**config.mk**
```make
export PLATFORM = sky130hd
export DESIGN_NAME = branch_resolve_unit_flat
export DESIGN_NICKNAME = d
export VERILOG_FILES = /design/src/rtl/branch_resolve_unit_if.sv /design/src/rtl/branch_resolve_unit.sv /design/src/flat_wrapper.sv
export SDC_FILE = /design/constraint.sdc
export NUM_CORES = 1
export LEC_CHECK = 0
export CAP_MARGIN = 10
export CORE_ASPECT_RATIO = 2
export CORE_UTILIZATION = 33
export CTS_BUF_LIST = sky130_fd_sc_hd__clkbuf_2 sky130_fd_sc_hd__clkbuf_4 sky130_fd_sc_hd__clkbuf_8
export DETAILED_ROUTE_END_ITERATION = 8
export SLEW_MARGIN = 40
export SYNTH_ARGS = -nofsm -noshare
export SYNTH_HDL_FRONTEND = slang
export SYNTH_SLANG_ARGS = --single-unit
```
**constraint.sdc**
```tcl
create_clock -name clk -period 6.9 [get_ports clk]
set_clock_uncertainty 0.05 [all_clocks]
set_input_delay 0.69 -clock clk [delete_from_list [all_inputs] [get_ports clk]]
set_output_delay 0.69 -clock clk [all_outputs]
set_load 0.01 [all_outputs]
```
**src/rtl/branch_resolve_unit_if.sv**
```systemverilog
// Request/response bundle for the branch resolution unit.
// The slave side is the unit; the master side drives requests and consumes results.
interface branch_resolve_unit_if #(
  parameter int unsigned XLEN = 32
);
  logic            in_valid;
  logic            in_ready;
  logic [2:0]      funct3;
  logic [XLEN-1:0] operand_0;
  logic [XLEN-1:0] operand_1;
  logic [XLEN-1:0] pc;
  logic [XLEN-1:0] imm;
  logic            pred_taken;
  logic            out_valid;
  logic            out_ready;
  logic            taken;
  logic [XLEN-1:0] target;
  logic [XLEN-1:0] redirect_pc;
  logic            mispredict;
  logic            illegal;

  modport slave (
    input  in_valid, funct3, operand_0, operand_1, pc, imm, pred_taken, out_ready,
    output in_ready, out_valid, taken, target, redirect_pc, mispredict, illegal
  );

  modport master (
    output in_valid, funct3, operand_0, operand_1, pc, imm, pred_taken, out_ready,
    input  in_ready, out_valid, taken, target, redirect_pc, mispredict, illegal
  );
endinterface

```
**src/rtl/branch_resolve_unit.sv**
```systemverilog
// Multi-cycle RV32I branch resolver: compares operands one slice per cycle, MSB slice first,
// stopping at the first differing slice, then emits taken/target/redirect/mispredict.
module branch_resolve_unit #(
  parameter int unsigned XLEN  = 32,
  parameter int unsigned CHUNK = 8
) (
  input logic                  clk,
  input logic                  rst,
  branch_resolve_unit_if.slave bus
);

  localparam int unsigned Chunks = XLEN / CHUNK;
  localparam int unsigned IdxW   = (Chunks > 1) ? $clog2(Chunks) : 1;
  localparam logic [IdxW-1:0] IdxTop = IdxW'(Chunks - 1);

  typedef enum logic [1:0] {StIdle, StCmp, StDone} state_e;

  state_e          state_q;
  logic [IdxW-1:0] idx_q;
  logic [XLEN-1:0] op0_q, op1_q;
  logic [2:0]      funct3_q;
  logic            pred_q;
  logic [XLEN-1:0] pc4_q;
  logic            out_valid_q, taken_q, mispredict_q, illegal_q;
  logic [XLEN-1:0] target_q, redirect_q;

  logic [CHUNK-1:0] slice_0, slice_1;
  logic             differ, slice_lt, last_slice, cmp_taken, in_illegal;

  assign in_illegal = (bus.funct3[2:1] == 2'b01);

  always_comb begin
    slice_0 = CHUNK'(op0_q >> (32'(idx_q) * CHUNK));
    slice_1 = CHUNK'(op1_q >> (32'(idx_q) * CHUNK));
    // Flipping the sign bit on the top slice turns a signed compare into an unsigned one.
    if ((funct3_q[2:1] == 2'b10) && (idx_q == IdxTop)) begin
      slice_0[CHUNK-1] = ~slice_0[CHUNK-1];
      slice_1[CHUNK-1] = ~slice_1[CHUNK-1];
    end
    differ     = (slice_0 != slice_1);
    slice_lt   = (slice_0 < slice_1);
    last_slice = (idx_q == '0);
  end

  // Only meaningful on the resolving cycle (differ or last slice); lt is 0 when equal.
  always_comb begin
    cmp_taken = 1'b0;
    case (funct3_q)
      3'b000:         cmp_taken = !differ;
      3'b001:         cmp_taken = differ;
      3'b100, 3'b110: cmp_taken = slice_lt;
      3'b101, 3'b111: cmp_taken = !slice_lt;
      default:        cmp_taken = 1'b0;
    endcase
  end

  always_ff @(posedge clk) begin
    if (rst) begin
      state_q      <= StIdle;
      idx_q        <= '0;
      op0_q        <= '0;
      op1_q        <= '0;
      funct3_q     <= '0;
      pred_q       <= 1'b0;
      pc4_q        <= '0;
      out_valid_q  <= 1'b0;
      taken_q      <= 1'b0;
      mispredict_q <= 1'b0;
      illegal_q    <= 1'b0;
      target_q     <= '0;
      redirect_q   <= '0;
    end else begin
      unique case (state_q)
        StIdle: begin
          if (bus.in_valid) begin
            op0_q    <= bus.operand_0;
            op1_q    <= bus.operand_1;
            funct3_q <= bus.funct3;
            pred_q   <= bus.pred_taken;
            pc4_q    <= bus.pc + XLEN'(4);
            target_q <= bus.pc + bus.imm;
            idx_q    <= IdxTop;
            if (in_illegal) begin
              taken_q      <= 1'b0;
              mispredict_q <= 1'b0;
              illegal_q    <= 1'b1;
              redirect_q   <= bus.pc + XLEN'(4);
              out_valid_q  <= 1'b1;
              state_q      <= StDone;
            end else begin
              state_q <= StCmp;
            end
          end
        end
        StCmp: begin
          if (differ || last_slice) begin
            taken_q      <= cmp_taken;
            mispredict_q <= (cmp_taken != pred_q);
            illegal_q    <= 1'b0;
            redirect_q   <= cmp_taken ? target_q : pc4_q;
            out_valid_q  <= 1'b1;
            state_q      <= StDone;
          end else begin
            idx_q <= idx_q - 1'b1;
          end
        end
        StDone: begin
          if (bus.out_ready) begin
            out_valid_q <= 1'b0;
            state_q     <= StIdle;
          end
        end
        default: state_q <= StIdle;
      endcase
    end
  end

  assign bus.in_ready    = (state_q == StIdle) && !rst;
  assign bus.out_valid   = out_valid_q;
  assign bus.taken       = taken_q;
  assign bus.target      = target_q;
  assign bus.redirect_pc = redirect_q;
  assign bus.mispredict  = mispredict_q;
  assign bus.illegal     = illegal_q;

endmodule
```
**src/flat_wrapper.sv**
```systemverilog
// flat-port wrapper written by rule: the top's interface ports become plain ports
module branch_resolve_unit_flat 
#(
  parameter int unsigned XLEN  = 32,
  parameter int unsigned CHUNK = 8
)
  (clk, rst, bus_in_valid, bus_funct3, bus_operand_0, bus_operand_1, bus_pc, bus_imm, bus_pred_taken, bus_out_ready, bus_in_ready, bus_out_valid, bus_taken, bus_target, bus_redirect_pc, bus_mispredict, bus_illegal);
  branch_resolve_unit_if #(.XLEN(XLEN)) bus_i ();
  input logic clk;
  input logic rst;
  input wire logic [$bits(bus_i.in_valid)-1:0] bus_in_valid;
  input wire logic [$bits(bus_i.funct3)-1:0] bus_funct3;
  input wire logic [$bits(bus_i.operand_0)-1:0] bus_operand_0;
  input wire logic [$bits(bus_i.operand_1)-1:0] bus_operand_1;
  input wire logic [$bits(bus_i.pc)-1:0] bus_pc;
  input wire logic [$bits(bus_i.imm)-1:0] bus_imm;
  input wire logic [$bits(bus_i.pred_taken)-1:0] bus_pred_taken;
  input wire logic [$bits(bus_i.out_ready)-1:0] bus_out_ready;
  output wire logic [$bits(bus_i.in_ready)-1:0] bus_in_ready;
  output wire logic [$bits(bus_i.out_valid)-1:0] bus_out_valid;
  output wire logic [$bits(bus_i.taken)-1:0] bus_taken;
  output wire logic [$bits(bus_i.target)-1:0] bus_target;
  output wire logic [$bits(bus_i.redirect_pc)-1:0] bus_redirect_pc;
  output wire logic [$bits(bus_i.mispredict)-1:0] bus_mispredict;
  output wire logic [$bits(bus_i.illegal)-1:0] bus_illegal;
  assign bus_i.in_valid = bus_in_valid;
  assign bus_i.funct3 = bus_funct3;
  assign bus_i.operand_0 = bus_operand_0;
  assign bus_i.operand_1 = bus_operand_1;
  assign bus_i.pc = bus_pc;
  assign bus_i.imm = bus_imm;
  assign bus_i.pred_taken = bus_pred_taken;
  assign bus_i.out_ready = bus_out_ready;
  assign bus_in_ready = bus_i.in_ready;
  assign bus_out_valid = bus_i.out_valid;
  assign bus_taken = bus_i.taken;
  assign bus_target = bus_i.target;
  assign bus_redirect_pc = bus_i.redirect_pc;
  assign bus_mispredict = bus_i.mispredict;
  assign bus_illegal = bus_i.illegal;
  branch_resolve_unit #(.XLEN(XLEN), .CHUNK(CHUNK)) u_core (.clk(clk), .rst(rst), .bus(bus_i));
endmodule
```
**Word level (Yosys, flattened, before mapping)**

Cells that the tools add are included.

- Output and inout port bits: 69
- Flip-flop bits (word level): 172
- Input port bits: 136
- Word-level logic and storage cells: 85

- Equality and inequality tests: 17
- Multiplexer cells: 29
- Reductions and logical operators: 18
- Shifts and indexed selects: 2
- Order comparisons: 1
- Bitwise logic cells: 2
- Add/subtract/negate cells: 3

Operator list:

| operator | number |
|---|---|
| 2-to-1 mux 32 bit | 4 |
| one-hot mux 32 bit (2 select lines) | 1 |
| right shift 32 x 5 -> 8 bit | 2 |
| adder 32 x 3 -> 32 bit, second input constant | 1 |
| adder 32 bit | 1 |
| equality test 3 bit, second input constant | 4 |
| 2-to-1 mux 2 bit | 6 |
| 2-to-1 mux 1 bit | 11 |
| less-than comparator 8 bit | 1 |
| != test 8 bit | 1 |
| equality test 2 bit, second input constant | 3 |
| != test 2 bit, second input constant | 3 |
| one-hot mux 1 bit (2 select lines) | 3 |
| one-hot mux 2 bit (3 select lines) | 1 |
| AND reduction 3 bit | 2 |
| AND reduction 5 bit | 1 |
| equality test 2 x 1 -> 1 bit, second input constant | 2 |
| logical NOT 2 bit | 2 |
| != test 2 x 1 -> 1 bit, second input constant | 2 |
| one-hot mux 1 bit (4 select lines) | 1 |
| one-hot mux 2 bit (2 select lines) | 1 |
| AND reduction 4 bit | 1 |
| OR reduction 2 bit | 2 |
| equality test 3 x 1 -> 1 bit, second input constant | 1 |
| other kinds (11) | 15 |

**Logic depth before layout (Yosys ltp)**

Gate-level depths: netlist (run 1).

- Word-level depth: 9
- Depth in mapped cells: 14
- Mapped depth without buffers: 11

**Least setup slack after synthesis (run 1)**

OpenSTA, ideal clock, no wires.

- Kind: register to register
- From: reg u_core.idx_q[0]
- To: reg u_core.redirect_q[15] (netlist: u_core.bus.redirect_pc[15])
- Setup time: 0.122 ns
- Data arrival time: 3.811 ns
- Path slack: 2.917 ns
- Data required time: 6.728 ns
- Path buffers: 3
- Period minus slack after synthesis: 3.983 ns
- Stages on the path, launching flop included: 13
- Cells stage by stage: dfxtp_1 clkbuf_1 clkbuf_1 mux4_2 ha_1 nor2b_1 o21a_1 o21a_1 o21bai_1 mux2i_1 clkbuf_1 a21oi_1 a311o_1

- Word-level cells in the longest chain between the ends: 9
- Elaborated cells between the ends (all ways): 20
- Classes of those cells: order compare (1); eq/ne (3); shift (2); mux (6); bitwise (2); reduce/logical (6)

RTL lines:

| item | line | RTL |
|---|---|---|
| start, declared | branch_resolve_unit.sv:19 | `logic [IdxW-1:0] idx_q;` |
| start signal, assigned | branch_resolve_unit.sv:82 | `idx_q <= IdxTop;` |
| start signal, assigned | branch_resolve_unit.sv:104 | `idx_q <= idx_q - 1'b1;` |
| right shift 32 x 5 -> 8 bit (tied with other cells) | branch_resolve_unit.sv:33 | `slice_0 = CHUNK'(op0_q >> (32'(idx_q) * CHUNK));` |
| NOT 1 bit (tied with other cells) | branch_resolve_unit.sv:37 | `slice_0[CHUNK-1] = ~slice_0[CHUNK-1];` |
| 2-to-1 mux 1 bit | branch_resolve_unit.sv:36 | `if ((funct3_q[2:1] == 2'b10) && (idx_q == IdxTop)) begin` |
| less-than comparator 8 bit / != test 8 bit (equally long branches) | branch_resolve_unit.sv:41, branch_resolve_unit.sv:40 |  |
| logical NOT 1 bit (on tied branches) | branch_resolve_unit.sv:52, branch_resolve_unit.sv:49 |  |
| one-hot mux 1 bit (4 select lines) | branch_resolve_unit.sv:48 | `case (funct3_q)` |
| 2-to-1 mux 32 bit | branch_resolve_unit.sv:100 | `redirect_q <= cmp_taken ? target_q : pc4_q;` |
| 2-to-1 mux 32 bit | branch_resolve_unit.sv:96 | `if (differ \|\| last_slice) begin` |
| one-hot mux 32 bit (2 select lines) | branch_resolve_unit.sv:73 | `unique case (state_q)` |
| end signal, assigned | branch_resolve_unit.sv:87 | `redirect_q <= bus.pc + XLEN'(4);` |
| end signal, assigned | branch_resolve_unit.sv:100 |  |
| end, declared | branch_resolve_unit.sv:25 | `logic [XLEN-1:0] target_q, redirect_q;` |

Several ways; a longest one is shown, not always the timed one. The select of a mux whose other input is x is not followed.
A chain may end at the register's enable or synchronous reset.

**Worst setup path in the final report (run 1)**

- From: reg u_core.idx_q[0]
- To: reg u_core.redirect_q[8] (netlist: u_core.bus.redirect_pc[8])

Same word-level chain as after synthesis.

==> impl_metrics.env, run 1 <==
export IMPL_clock_root_buffer="clkbuf_8"
export IMPL_path_cells="buf_4 -> mux4_2 -> xor2_1 -> ha_1 -> nand4_1 -> nor3_1 -> a22o_2 -> buf_4 -> nor3_1 -> a21oi_1 -> o221ai_1"
export IMPL_clock_path_buffers=2
export IMPL_max_cap_viol_count=0
export IMPL_die_area_mm2=0.0298
export IMPL_syn_instance_count=1218
export IMPL_postCtsHoldBufs=0
export IMPL_tns_ns=0
export IMPL_wl_per_cell_um=19.8
export IMPL_rsz0062_at_grt="false"
export IMPL_cp_required_ns=7.19
export IMPL_htreeDepth=4
export IMPL_final_seq_area_mm2=0.00344
export IMPL_worst_path_max_fanout=22
export IMPL_wl_um=34400
export IMPL_layout_drive_gt1_share_pct=6.24
export IMPL_cts_buffers_inserted=17
export IMPL_hold_viol_final=0
export IMPL_gp_congestion=0.901
export IMPL_fp_coreArea_mm2=0.0287
export IMPL_overflow=0
export IMPL_place_hpwl_um=25900
export IMPL_power_density_mw_per_mm2=293
export IMPL_drc_errors=0
export IMPL_cts_tree="built"
export IMPL_ys_seq_elements=172
export IMPL_slew_viol_final=0
export IMPL_setup_viol_count_final=0
export IMPL_area_growth_pct=28.1
export IMPL_postCtsResizedCells=0
export IMPL_relSlewSlack_pct=41.6
export IMPL_hold_path_class="flop to flop"
export IMPL_cp_slowest_cell="dfxtp_1"
export IMPL_n_fill_cell=2964
export IMPL_grt_max_degree=91
export IMPL_grt_antenna_before_repair=1
export IMPL_port_buffer_count=204
export IMPL_die_width_um=123
export IMPL_crit_type="flop to flop"
export IMPL_drt_pass1_iter_count=5
export IMPL_yosys_warnings=0
export IMPL_crit_path_end_kind="flop"
export IMPL_syn_area_per_cell_um2=7.89
export IMPL_initial_core_util_pct=33.4
export IMPL_vias=9625
export IMPL_grt_pass1_vias=9467
export IMPL_synth_edf_count=0
export IMPL_critical_path_arrival_ns=4.51
export IMPL_finalCriticalPeriod_ns=4.22
export IMPL_synthArstFlopShare_pct=0
export IMPL_yosysSeqAreaShare_pct=35.8
export IMPL_vias_per_cell=5.53
export IMPL_syn_num_nets=1400
export IMPL_cpPeakStageDelay_ns=0.68
export IMPL_clock_sinks=172
export IMPL_ir_drop_mv=0.182
export IMPL_yosysUniqueCellTypes=71
export IMPL_synth_ff_type="dfxtp_1"
export IMPL_clk_pin_slew_ns=0.08
export IMPL_max_freq_ghz=0.237
export IMPL_grtUsageTotal_pct=23.4
export IMPL_fin_crit_sh_pct=61.1
export IMPL_antenna_left=0
export IMPL_max_slew_worst_pin_slew_ns=0.873
export IMPL_rows=88
export IMPL_drt_iter0_markers=637
export IMPL_nets=1550
export IMPL_post_cts_setup_buffers=0
export IMPL_die_height_um=243
export IMPL_worst_setup_path_start_kind="flop"
export IMPL_status="finished clean"
export IMPL_synth_area_mm2=0.00961
export IMPL_ff2ff_path_depth=11
export IMPL_grt_pass1_wl_um=52500
export IMPL_hold_slack_ns=0.408
export IMPL_multi_input_comb_area_mm2=0.00577
export IMPL_clk_insertion_delay_late_ns=0.50
export IMPL_min_path_cells=2
export IMPL_ios=205
export IMPL_p_leak_nw=4.40
## registers in the layout, summed over array words and instances, names as in the netlist, 2 cells and up
register and count:
u_core.bus.redirect_pc 32, u_core.bus.target 32, u_core.op0_q 32, u_core.state_q 2, u_core.pc4_q 32, u_core.op1_q 32
u_core.funct3_q 3, u_core.idx_q 2
## kinds of logic after synthesis
logic type	synth area share (%)
AO/OA/AOI/OAI	22.0
XOR/XNOR	4.38
adder cells (fa/ha/maj)	6.07
buffers and inverters	4.44
flip-flops	35.8
multiplexers	4.09
AND/OR/NAND/NOR	23.2
## routing by layer
metal | track usage [%] | up-vias | part of all wire (%)
li1 | - | 4665 | -
met1 | 23.4 | 4594 | 36
met2 | 45.0 | 295 | 56
met3 | 3.07 | 71 | 3.7
met4 | 12.2 | 0 | 4.5
met5 | 0 | - | 0
## final timing paths
kind / startpoint / endpoint / slack [ns]
min reg2reg: u_core.op0_q[18] / u_core.op0_q[18] / 0.41
min: u_core.op0_q[18] / u_core.op0_q[18] / 0.41
max reg2reg: u_core.idx_q[0] / u_core.bus.redirect_pc[8] / 2.68
max: u_core.idx_q[0] / u_core.bus.redirect_pc[8] / 2.68
## layout make-up
type                       count  share of cell area [%]
antenna                        1                  0.0203
clock buffer                  23                    2.42
clock inverter                 7                   0.925
inverter                      19                   0.580
multi-input combinational    941                    46.9
sequential                   172                    28.0
tap                          360                    3.66
timing repair buffer         217                    17.5
## cell usage after synthesis, types with 6 or more instances
cell / number / share of area [%]
inv_1: 19 / 0.74
and3_1: 7 / 0.46
nand4_1: 46 / 3.0
xnor2_1: 32 / 2.9
o211ai_1: 9 / 0.70
o21ai_0: 34 / 1.8
mux4_2: 16 / 3.8
clkbuf_1: 75 / 2.9
o221ai_1: 22 / 2.0
a22oi_1: 11 / 0.86
or3_1: 6 / 0.39
xor2_1: 16 / 1.5
nand3_1: 29 / 1.5
nand2_1: 279 / 11
a211oi_1: 27 / 2.1
ha_1: 45 / 5.9
a31oi_1: 6 / 0.39
nor2_1: 72 / 2.8
a21o_1: 20 / 1.6
a21oi_1: 144 / 7.5
nor3_1: 25 / 1.3
dfxtp_1: 172 / 36
## through the flow
stage	total power, mW	setup WS [ns]	instance area [µm²]	util (%)	instances
after CTS	3.64	2.68	12300	42.8	1739
after floorplan	2.26	2.92	9610	-	1218
after global placement	2.84	2.44	11900	41.3	1707
final	3.61	2.68	12300	42.8	1740
after detailed placement	2.88	2.69	11900	41.4	1709
after global routing	3.83	2.34	12300	42.8	1740
## cell usage in the layout (no fill, tap or decap), types with 4 or more instances in the layout
master	count
nand2_1	278
nand3_1	29
nor2b_1	4
a21o_1	20
nor3_1	25
a31oi_1	6
inv_1	19
xnor2_1	32
nor4_1	4
or3_1	6
xor2_1	16
a2bb2oi_1	4
nand2b_1	5
ha_1	45
a211oi_1	27
a22oi_1	11
clkbuf_8	20
o21a_1	5
nor2_1	69
o311ai_0	4
mux4_2	16
dfxtp_1	171
or2_2	4
o211ai_1	9
a21oi_1	144
and3_1	7
buf_4	11
o21bai_1	4
a311oi_1	4
a311o_1	5
clkdlybuf4s50_1	203
nor3b_1	5
o221ai_1	22
o21ai_0	34
nand4_1	46
## power breakdown
part	internal, mW	switching, mW
combinational	0.603	0.901
clock	0.394	0.366
sequential	1.18	0.166
total	2.17	1.43
## critical path: cells and delay by family, from the launching register on
| family | cells | cell delay, ns |
|---|---|---|
| AOI/OAI and AO/OA | 3 | 0.86 |
| xor gates and xnor gates | 1 | 0.16 |
| adders and majority gates | 1 | 0.30 |
| buffers and inverters | 2 | 0.65 |
| DFF | 1 | 0.68 |
| muxes | 1 | 0.54 |
| and+or+nand+nor | 3 | 0.84 |
(Power assumes the default switching activity.)
==> run 2: changes to the inputs <==
==> constraint.sdc (replaced) <==
create_clock -name clk -period 4.3 [get_ports clk]
set_clock_uncertainty 0.05 [all_clocks]
set_input_delay 0.43 -clock clk [delete_from_list [all_inputs] [get_ports clk]]
set_output_delay 0.43 -clock clk [all_outputs]
set_load 0.01 [all_outputs]
==> run 2 against run 1 <==
Global-route usage rose by 0.10 points. Flip-flop and latch count unchanged. Clock power up 83%. Largest cell class unchanged.
==> impl_metrics.env, run 2 (synthesis gave the netlist of run 1 again) <==
export IMPL_status="finished clean"
export IMPL_dp_cells=1716
export IMPL_clk_pin_slew_ns=0.10
export IMPL_vias_per_cell=5.60
export IMPL_port_buffer_count=204
export IMPL_clock_path_buffers=2
export IMPL_p_leak_nw=4.47
export IMPL_slew_viol_final=0
export IMPL_drc_errors=0
export IMPL_p_seq_share_pct=35.5
export IMPL_ff2ff_path_depth=12
export IMPL_rsz0062_at_grt="false"
export IMPL_wl_um=34900
export IMPL_htreeDepth=4
export IMPL_relSlewSlack_pct=41.6
export IMPL_clock_sinks=172
export IMPL_initial_core_util_pct=33.4
export IMPL_post_cts_setup_buffers=0
export IMPL_clock_root_buffer="clkbuf_8"
export IMPL_postCtsResizedCells=0
export IMPL_cts_buffers_inserted=17
export IMPL_antenna_left=0
export IMPL_drt_iter0_markers=740
export IMPL_use_met2_pct=44.2
export IMPL_final_cell_mix="nand2_1 (278), clkdlybuf4s50_1 (203), dfxtp_1 (172)"
export IMPL_die_height_um=243
export IMPL_postCtsHoldBufs=0
export IMPL_die_area_mm2=0.0298
export IMPL_grtUsageTotal_pct=23.5
export IMPL_n_fill_cell=2914
export IMPL_final_cells=1748
export IMPL_n_antenna_cell=0
export IMPL_power_density_mw_per_mm2=483
export IMPL_max_slew_worst_pin_slew_ns=0.873
export IMPL_setup_ws_ns=0.529
export IMPL_min_path_cells=2
export IMPL_final_common_cell="nand2_1"
export IMPL_ios=205
export IMPL_clock_power_share_pct=23.1
export IMPL_gp_congestion=0.934
export IMPL_cpPeakStageDelay_ns=0.75
export IMPL_worst_path_max_fanout=36
export IMPL_use_met1_pct=23.5
export IMPL_grt_antenna_before_repair=0
export IMPL_p_int_mw=3.61
export IMPL_cp_required_ns=4.68
export IMPL_crit_path_end_kind="flop"
export IMPL_fin_crit_sh_pct=87.7
export IMPL_max_freq_ghz=0.265
export IMPL_busiest_layer="met2"
export IMPL_p_comb_share_pct=41.4
export IMPL_wl_per_cell_um=20.0
export IMPL_p_switching_mw=2.40
export IMPL_ir_drop_mv=0.278
export IMPL_power_total_mw=6.01
export IMPL_nets=1557
export IMPL_area_growth_pct=29.5
export IMPL_finalCriticalPeriod_ns=3.77
export IMPL_vias=9787
export IMPL_grt_util_met3_pct=3.16
export IMPL_clk_insertion_delay_late_ns=0.50
export IMPL_max_cap_viol_count=0
export IMPL_tns_ns=0
export IMPL_setup_viol_count_final=0
export IMPL_hold_viol_final=0
export IMPL_place_ws_ns=0.574
export IMPL_cts_tree="built"
export IMPL_grt_max_degree=87
export IMPL_layout_drive_gt1_share_pct=6.63
export IMPL_grt_pass1_wl_um=52600
export IMPL_overflow=0
export IMPL_path_cells="buf_4 -> mux4_2 -> xor2_1 -> ha_1 -> nand4_1 -> nor3_1 -> buf_4 -> a211o_1 -> nor2_4 -> buf_12 -> nand2_1 -> o221ai_1"
export IMPL_die_width_um=123
export IMPL_p_sw_share_pct=39.9
export IMPL_worst_setup_path_start_kind="flop"
export IMPL_crit_path_frequent_cell="buf_4"
export IMPL_cp_slowest_cell="dfxtp_1"
export IMPL_hold_path_class="primary input to flop"
export IMPL_rows=88
export IMPL_drt_pass1_iter_count=5
export IMPL_final_core_util_pct=43.3
export IMPL_crit_type="flop to flop"
export IMPL_fp_coreArea_mm2=0.0287
export IMPL_grt_pass1_vias=9452
export IMPL_place_hpwl_um=26200
export IMPL_critical_path_arrival_ns=4.15
## run 2: cell count changes in the layout (fill, tap and decap cells not counted), sizes merged
cell	delta
buf	+7
inv	+5
clkinvlp	+2
clkbuf	-5
diode	-1
clkinv	-2
bufinv	+2
## run 2: path summary, 6_finish.rpt
path / startpoint / end / slack [ns]
setup / recovery: u_core.idx_q[1] / u_core.bus.redirect_pc[7] / 0.53
hold / removal: rst / u_core.pc4_q[30] / 0.29
setup reg to reg: u_core.idx_q[1] / u_core.bus.redirect_pc[7] / 0.53
hold reg to reg: u_core.op0_q[23] / u_core.op0_q[23] / 0.41
## run 2: power by group through the flow
stage                     sequential, mW  combinational [mW]  clock [mW]
after floorplan                     2.10                1.53           0
after CTS                           2.13                2.50        1.41
after detailed placement            2.17                2.50           0
after global routing                2.16                2.71        1.47
after global placement              2.16                2.46           0
final                               2.13                2.49        1.39
## run 2: layer usage
layer  up-vias  routed length [µm]
met5         -                   0
met4         0                2100
met3       101                1520
met2       350               19000
met1      4631               12300
li1       4705                   -
## run 2: cell type report
type | count | area, µm² | area share (%)
sequential | 172 | 3440 | 27.7
clock buffer | 18 | 248 | 1.99
multi-input combinational | 941 | 5770 | 46.4
tap | 360 | 450 | 3.62
timing repair buffer | 224 | 2230 | 17.9
inverter | 19 | 71.3 | 0.573
clock inverter | 14 | 231 | 1.86
## run 2: critical path: cells and delay by family (launching register included)
family / cells / cell delay [ns]
and+or+nand+nor: 4 / 0.85
DFF: 1 / 0.75
buffers and inverters: 3 / 0.71
AOI/OAI and AO/OA: 2 / 0.54
muxes: 1 / 0.32
adders and majority gates: 1 / 0.29
xor gates and xnor gates: 1 / 0.16
## run 2: metrics by stage
stage	hold slack, ns	area, µm²
2_1_floorplan	0.383	9610
3_3_place_gp	0.389	12000
3_5_place_dp	0.397	12000
4_1_cts	0.253	12400
5_1_grt	0.283	12400
6_report	0.285	12400
